$ cat config.mk
export PLATFORM = sky130hd
export DESIGN_NAME = muldiv_unit
export DESIGN_NICKNAME = d
export VERILOG_FILES = /design/src/rtl/muldiv_unit.sv
export SDC_FILE = /design/constraint.sdc
export NUM_CORES = 2
export LEC_CHECK = 0
export BUFFER_PORTS_ARGS = -buffer_cell sky130_fd_sc_hd__buf_4
export CAP_MARGIN = 15
export CORE_UTILIZATION = 25
export CTS_CLUSTER_SIZE = 25
export DETAILED_ROUTE_END_ITERATION = 8
export GPL_TIMING_DRIVEN = 0
export HOLD_SLACK_MARGIN = 0.05
export PLACE_DENSITY = 0.45
export SETUP_SLACK_MARGIN = 0.5
export SLEW_MARGIN = 10
export SYNTH_ARGS = -nofsm -noshare
export SYNTH_HDL_FRONTEND = slang
export SYNTH_SLANG_ARGS = --single-unit
$ cat constraint.sdc
create_clock -name clk -period 10.9 [get_ports clk]
set_input_delay 0.545 -clock clk [delete_from_list [all_inputs] [get_ports clk]]
set_output_delay 0.545 -clock clk [all_outputs]
set_load 0.1 [all_outputs]
$ cat src/rtl/muldiv_unit.sv
// RV32M multiply/divide execute unit: single-cycle multiply, 32-step restoring divide,
// registered result/rd with a one-cycle done strobe and a busy stall for the pipeline.
module muldiv_unit #(
    parameter int XLEN = 32
) (
    input  logic            clk,
    input  logic            rst,
    input  logic            start,
    input  logic [2:0]      funct3,
    input  logic [XLEN-1:0] op_a,
    input  logic [XLEN-1:0] op_b,
    input  logic [4:0]      rd_in,
    input  logic            flush,
    output logic            busy,
    output logic            done,
    output logic [XLEN-1:0] result,
    output logic [4:0]      rd_out
);

    typedef enum logic [1:0] {IDLE, MUL, DIV, DONE} state_t;

    state_t            state, state_next;
    logic [1:0]        op_q;
    logic [XLEN-1:0]   a_q, b_q;
    logic [4:0]        rd_q;
    logic [XLEN-1:0]   quo_q, rem_q, dvs_q;
    logic              q_neg_q, r_neg_q;
    logic [4:0]        count;

    logic              accept;
    logic              div_signed, div_zero, div_ovf, div_special;
    logic [XLEN-1:0]   special_res, a_mag, b_mag;
    logic              a_sext, b_sext;
    logic [2*XLEN-1:0] a_ext, b_ext, product;
    logic [XLEN-1:0]   mul_res;
    logic [XLEN:0]     partial, diff;
    logic [XLEN-1:0]   rem_step, quo_step, div_res;

    assign accept      = (state == IDLE) && start && !flush;
    assign div_signed  = !funct3[0];
    assign div_zero    = (op_b == '0);
    assign div_ovf     = div_signed && (op_a == {1'b1, {(XLEN-1){1'b0}}}) && (op_b == '1);
    assign div_special = funct3[2] && (div_zero || div_ovf);

    // Overflow quotient equals the dividend itself, so op_a covers both special DIV results
    assign special_res = div_zero ? (funct3[1] ? op_a : '1)
                                  : (funct3[1] ? '0   : op_a);

    assign a_mag = (div_signed && op_a[XLEN-1]) ? -op_a : op_a;
    assign b_mag = (div_signed && op_b[XLEN-1]) ? -op_b : op_b;

    assign a_sext  = (op_q == 2'b01) || (op_q == 2'b10);
    assign b_sext  = (op_q == 2'b01);
    assign a_ext   = {{XLEN{a_sext & a_q[XLEN-1]}}, a_q};
    assign b_ext   = {{XLEN{b_sext & b_q[XLEN-1]}}, b_q};
    assign product = a_ext * b_ext;
    assign mul_res = (op_q == 2'b00) ? product[XLEN-1:0] : product[2*XLEN-1:XLEN];

    // One restoring step: shift the next dividend bit in, keep the difference if it fits
    assign partial  = {rem_q, quo_q[XLEN-1]};
    assign diff     = partial - {1'b0, dvs_q};
    assign rem_step = diff[XLEN] ? partial[XLEN-1:0] : diff[XLEN-1:0];
    assign quo_step = {quo_q[XLEN-2:0], ~diff[XLEN]};
    assign div_res  = op_q[1] ? (r_neg_q ? -rem_step : rem_step)
                              : (q_neg_q ? -quo_step : quo_step);

    assign busy = (state != IDLE);
    assign done = (state == DONE);

    always_ff @(posedge clk) begin
        if (rst) state <= IDLE;
        else     state <= state_next;
    end

    always_comb begin
        state_next = state;
        case (state)
            IDLE: begin
                if (accept) begin
                    if (!funct3[2])       state_next = MUL;
                    else if (div_special) state_next = DONE;
                    else                  state_next = DIV;
                end
            end
            MUL:  state_next = DONE;
            DIV:  if (count == 5'd31) state_next = DONE;
            DONE: state_next = IDLE;
            default: state_next = IDLE;
        endcase
        if (flush) state_next = IDLE;
    end

    always_ff @(posedge clk) begin
        if (rst) begin
            op_q    <= '0;
            a_q     <= '0;
            b_q     <= '0;
            rd_q    <= '0;
            quo_q   <= '0;
            rem_q   <= '0;
            dvs_q   <= '0;
            q_neg_q <= 1'b0;
            r_neg_q <= 1'b0;
            count   <= '0;
            result  <= '0;
            rd_out  <= '0;
        end else begin
            case (state)
                IDLE: begin
                    if (accept) begin
                        op_q    <= funct3[1:0];
                        a_q     <= op_a;
                        b_q     <= op_b;
                        rd_q    <= rd_in;
                        quo_q   <= a_mag;
                        dvs_q   <= b_mag;
                        rem_q   <= '0;
                        count   <= '0;
                        q_neg_q <= div_signed && (op_a[XLEN-1] ^ op_b[XLEN-1]);
                        r_neg_q <= div_signed && op_a[XLEN-1];
                        if (div_special) begin
                            result <= special_res;
                            rd_out <= rd_in;
                        end
                    end
                end
                MUL: begin
                    if (!flush) begin
                        result <= mul_res;
                        rd_out <= rd_q;
                    end
                end
                DIV: begin
                    if (!flush) begin
                        quo_q <= quo_step;
                        rem_q <= rem_step;
                        count <= count + 5'd1;
                        if (count == 5'd31) begin
                            result <= div_res;
                            rd_out <= rd_q;
                        end
                    end
                end
                default: ;
            endcase
        end
    end

endmodule

==> metrics list <==
- The worst setup path is launched from a register.
- Timing would allow up to approximately 0.098 GHz.
- Global placement routability congestion: 0.970
- Across every metal layer, demand over resource in global routing totals a little over a fifth.
* Core Footprint: about 210,000 sq um
* Antenna violations before repair: 19
- Switching share of power: 46.0%
- Internal power comes to between 0.0015 and 0.002 W.
- The biggest area contributor in the post-synthesis netlist is sky130_fd_sc_hd__fa_1.
- The net count of the finished layout is just under 8,000.
- No sink is reached through more buffers than the 3 on the longest clock path.
- Summing over every cut layer, the via total after detailed routing is around 44,000.
* Multi-input combinational cell area: roughly 42,000 sq um
- The critical path ends at result[2].
* Final period utilization: between 90% and 100%
- Clock tree synthesis found a total of between 200 and 250 sinks.
- Pin placement for this block handled 115 I/O pins.
- The tree is rooted in a sky130_fd_sc_hd__clkbuf_16.
- STA puts the critical path data arrival time at 10.65 ns.
- IR analysis of the VDD net gives a maximum drop of about 120 uV.
* Number of buffers inserted during clock tree synthesis: 26
- Distinct cell type count of the synthesized netlist: 84
- Largest fanout of any net on the critical path: 10
* Share of final-layout standard cells stronger than drive strength 1: under 10%
- Top cells by area, synth: sky130_fd_sc_hd__fa_1 (43%), sky130_fd_sc_hd__inv_1 (9.0%), sky130_fd_sc_hd__dfxtp_1 (8.1%)
- Remaining global-route overflow: 0
* Number of maximum-capacitance constraint violations: 0
* Die Height: between 400 and 500 microns
- Estimated wirelength of the detail-placed design: 196 mm
- Count of H-tree levels built during CTS: 1
- Input and output buffers added on the ports amount to ~110.
- Non-filler instance count after layout: ~9,000
- Vias in the first global route: roughly 46,000
- STA classifies the critical path endpoint as a register.
* Power Dens Cells: ~57 nW/um^2
- Register Area: 4240 sq um
- Between clock sinks in the finished design, the worst skew comes to 0.0329 ns.
- Maximum number of pins on one net before global-route repair: 16
- Synthesis produced a netlist whose cell count is between 6,000 and 7,000.
- The die is between 400 and 500 microns wide.
* Startpoint of the worst setup timing path: a_q[9]
- Hold Violations, Final: 0
- Hold Path Class: in -> reg
- During synthesis, Yosys emitted a total of 0 warnings.
* FILL cells: approximately 23,000
- Counting stages on the worst path, the most repeated cell is sky130_fd_sc_hd__fa_1.
* Net count after synthesis: between 7,000 and 8,000
* Category of the most critical setup path: reg -> reg
* Area overhead of the layout relative to synthesis: 10.4%
- Combinational logic is responsible for ~45% of the overall power.
- TritonCTS built the clock tree.
- Final hold analysis gives a worst-case slack of approximately 0.22 ns.
- Beginning of the worst register-to-register path: a_q[9]
- Layout Utilization: 27.9%
- Total instance count after detailed placement: about 9,000
- For this run, asynchronously set or reset flops after synthesis account for 0%.
- Area share of the leading cell type in the synthesized netlist: approximately 43%
- At the worst endpoint, the required time is between 10 and 15 ns.
* Placed inst area: about 57,000 sq um
- Setup repair after global routing missed its margin: no
- Mean number of vias per cell: around 4.8
- Setup violations remaining at the end of the flow were counted as 0.
* Final Cell Area: between 50,000 and 60,000 sq um
* Largest incremental delay on the critical path: between 0.9 and 1 ns
* Effective utilization at floorplan: roughly a quarter
* DR pass1 iterations: 8
- The first global-routing pass estimated roughly 330 mm of wire.
* DR iter-0 viols: 4,142
- Status: complete, no violations
* Worst-Margin Slew: ~1.3 ns
* Predominant post-synthesis flop cell: sky130_fd_sc_hd__dfxtp_1
- Measured in cells, the most critical reg-to-reg path has a length of 27.
- Overall Power: 0.00332 W
- Detailed Route WL: ~230 mm
- Proportion of power drawn by flip-flops and latches: 26.6%
* Worst reg-to-reg setup slack: around 0.7 ns
- The average instance in the mapped netlist occupies between 8 and 9 sq um.
* Worst slew margin relative to its limit: about 14%
- Slowest cell on the critical path: sky130_fd_sc_hd__nor3_1
- After clock tree synthesis, the clock-pin slew on the worst setup and hold paths is around 0.060 ns.
- The die covers 212,000 sq um.
- The number of slew-limit violations in the final report is 0.
- The endpoint identified for the worst register-to-register timing path is result[2].
* Count of state elements after synthesis: between 200 and 250
* Number of placement rows: 167
* Post-synth design cell area: 52,500 sq um
- After layout, the minimum clock period comes to 10.22 ns.
- Clk Latency, worst-skew pair: a little under 0.6 ns
- Clock Power Share: approximately 28%
* Post-synth EDFFs: 0
- Leakage component of the power: 25.3 nW
- Dividing the detail-routed wire length by the instance count gives roughly 25 microns.
- DRC: 0
- After synthesis, flip-flops and latches occupy ~8% of the total area.
- Switching power summed over all nets: between 0.0015 and 0.002 W
- The count of nets left with antenna violations once routing finished came out at 0.
[kinds of logic after synthesis]
kind of cell / Yosys count / synth area share, %
AND/OR/NAND/NOR: 1978 / 16.9
multiplexers: 33 / 0.636
adder cells (fa/ha/maj): 1412 / 49.6
AO/OA/AOI/OAI: 791 / 9.81
flip-flops: 212 / 8.08
buffers and inverters: 1645 / 11.8
XOR/XNOR: 193 / 3.22
[critical path: cells and delay by family, from the launching register on]
| kind | cells | cell delay [ns] |
|---|---|---|
| and+or+nand+nor | 2 | 1.10 |
| DFF | 1 | 0.31 |
| AOI/OAI and AO/OA | 10 | 3.04 |
| buffers and inverters | 5 | 1.53 |
| xor gates and xnor gates | 1 | 0.12 |
| adders and majority gates | 9 | 3.95 |
[cells in the mapped netlist, drive strengths merged (69+ instances only)]
library cell	instances
xor2	69
ha	258
clkbuf	363
xnor2	124
inv	1261
nor2	275
a21oi	266
o21ai	143
nand2	1111
fa	1126
and2	285
dfxtp	212
[power by group through the flow]
stage / logic (W) / registers, W / clock network, W
finish: 0.00150 / 0.000881 / 0.000935
CTS: 0.00149 / 0.000880 / 0.000950
global route: 0.00161 / 0.000883 / 0.000981
floorplan: 0.000811 / 0.000897 / 0
detailed placement: 0.00148 / 0.000897 / 0
global placement: 0.00148 / 0.000897 / 0
[metrics by stage]
step,setup WS [ns],TNS [ns]
5_1_grt,0.505,0
2_1_floorplan,1.98,0
3_5_place_dp,-1.40,-9.35
6_report,0.684,0
3_3_place_gp,-1.28,-8.60
4_1_cts,0.422,0
[flip-flops by register name, indices dropped and copies added (netlist names), 5 cells and up]
signal  count
rd_out      5
quo_q      32
rd_q        5
rem_q      32
a_q        32
dvs_q      31
b_q        32
result     32
count       5
[timing repair]
item,CTS,global route
endpoints found under the setup margin,19,12
gates resized for setup,31,49
buffers inserted,3,2
hold buffers,0,0
pin swaps,1,2
endpoints found under the hold margin,0,0
[cells in the final DEF, fill, tap and decap left out, types with 19 or more instances in the layout]
cell type / n
sky130_fd_sc_hd__a221oi_1: 33
sky130_fd_sc_hd__or3_1: 24
sky130_fd_sc_hd__a31oi_1: 19
sky130_fd_sc_hd__nand4_1: 24
sky130_fd_sc_hd__nor2_1: 274
sky130_fd_sc_hd__clkbuf_2: 34
sky130_fd_sc_hd__o31ai_1: 24
sky130_fd_sc_hd__o21ai_0: 137
sky130_fd_sc_hd__maj3_1: 28
sky130_fd_sc_hd__clkbuf_16: 26
sky130_fd_sc_hd__buf_4: 113
sky130_fd_sc_hd__mux2i_1: 30
sky130_fd_sc_hd__nor3_1: 57
sky130_fd_sc_hd__inv_1: 1257
sky130_fd_sc_hd__clkbuf_1: 330
sky130_fd_sc_hd__or2_2: 22
sky130_fd_sc_hd__a211oi_1: 59
sky130_fd_sc_hd__nand3_1: 37
sky130_fd_sc_hd__fa_1: 1123
sky130_fd_sc_hd__dfxtp_1: 212
sky130_fd_sc_hd__and3_1: 48
sky130_fd_sc_hd__o211ai_1: 24
sky130_fd_sc_hd__nand2_1: 1111
sky130_fd_sc_hd__a21o_1: 51
sky130_fd_sc_hd__a22oi_1: 23
sky130_fd_sc_hd__nand2b_1: 23
sky130_fd_sc_hd__and2_1: 284
sky130_fd_sc_hd__a21oi_1: 264
sky130_fd_sc_hd__ha_1: 257
sky130_fd_sc_hd__xor2_1: 69
sky130_fd_sc_hd__xnor2_1: 124
[routing by layer]
layer | vias up | part of all wire (%) | global-route usage, %
met5 | - | 0.029 | 0
met2 | 1680 | 44 | 33.9
met1 | 23000 | 44 | 30.6
li1 | 19500 | - | -
met3 | 331 | 7.0 | 2.72
met4 | 8 | 4.4 | 7.38
[area by class of cell]
class	count	area share, %
diodes	8	0.0345
plain buffers	383	2.61
clock buffers	36	1.29
clock inverters	10	0.246
inverters	1262	8.19
multi-input cells	4407	72.7
flip-flops and latches	212	7.32
well taps	2788	6.02
repair buffers	118	1.62
[worst min-delay path by stage]
stage	from	endpoint	slack, ns	cells after the start
final	rd_in[4]	rd_q[4]	0.22	3
after global routing	rd_in[0]	rd_q[0]	0.21	3
after CTS	rd_in[0]	rd_q[0]	0.20	3
after detailed placement	rd_q[0]	rd_q[0]	0.45	2
after global placement	rd_q[0]	rd_q[0]	0.44	2
after floorplan	dvs_q[31]	dvs_q[31]	0.43	2
Note: power is estimated with default switching activity, not from simulation.
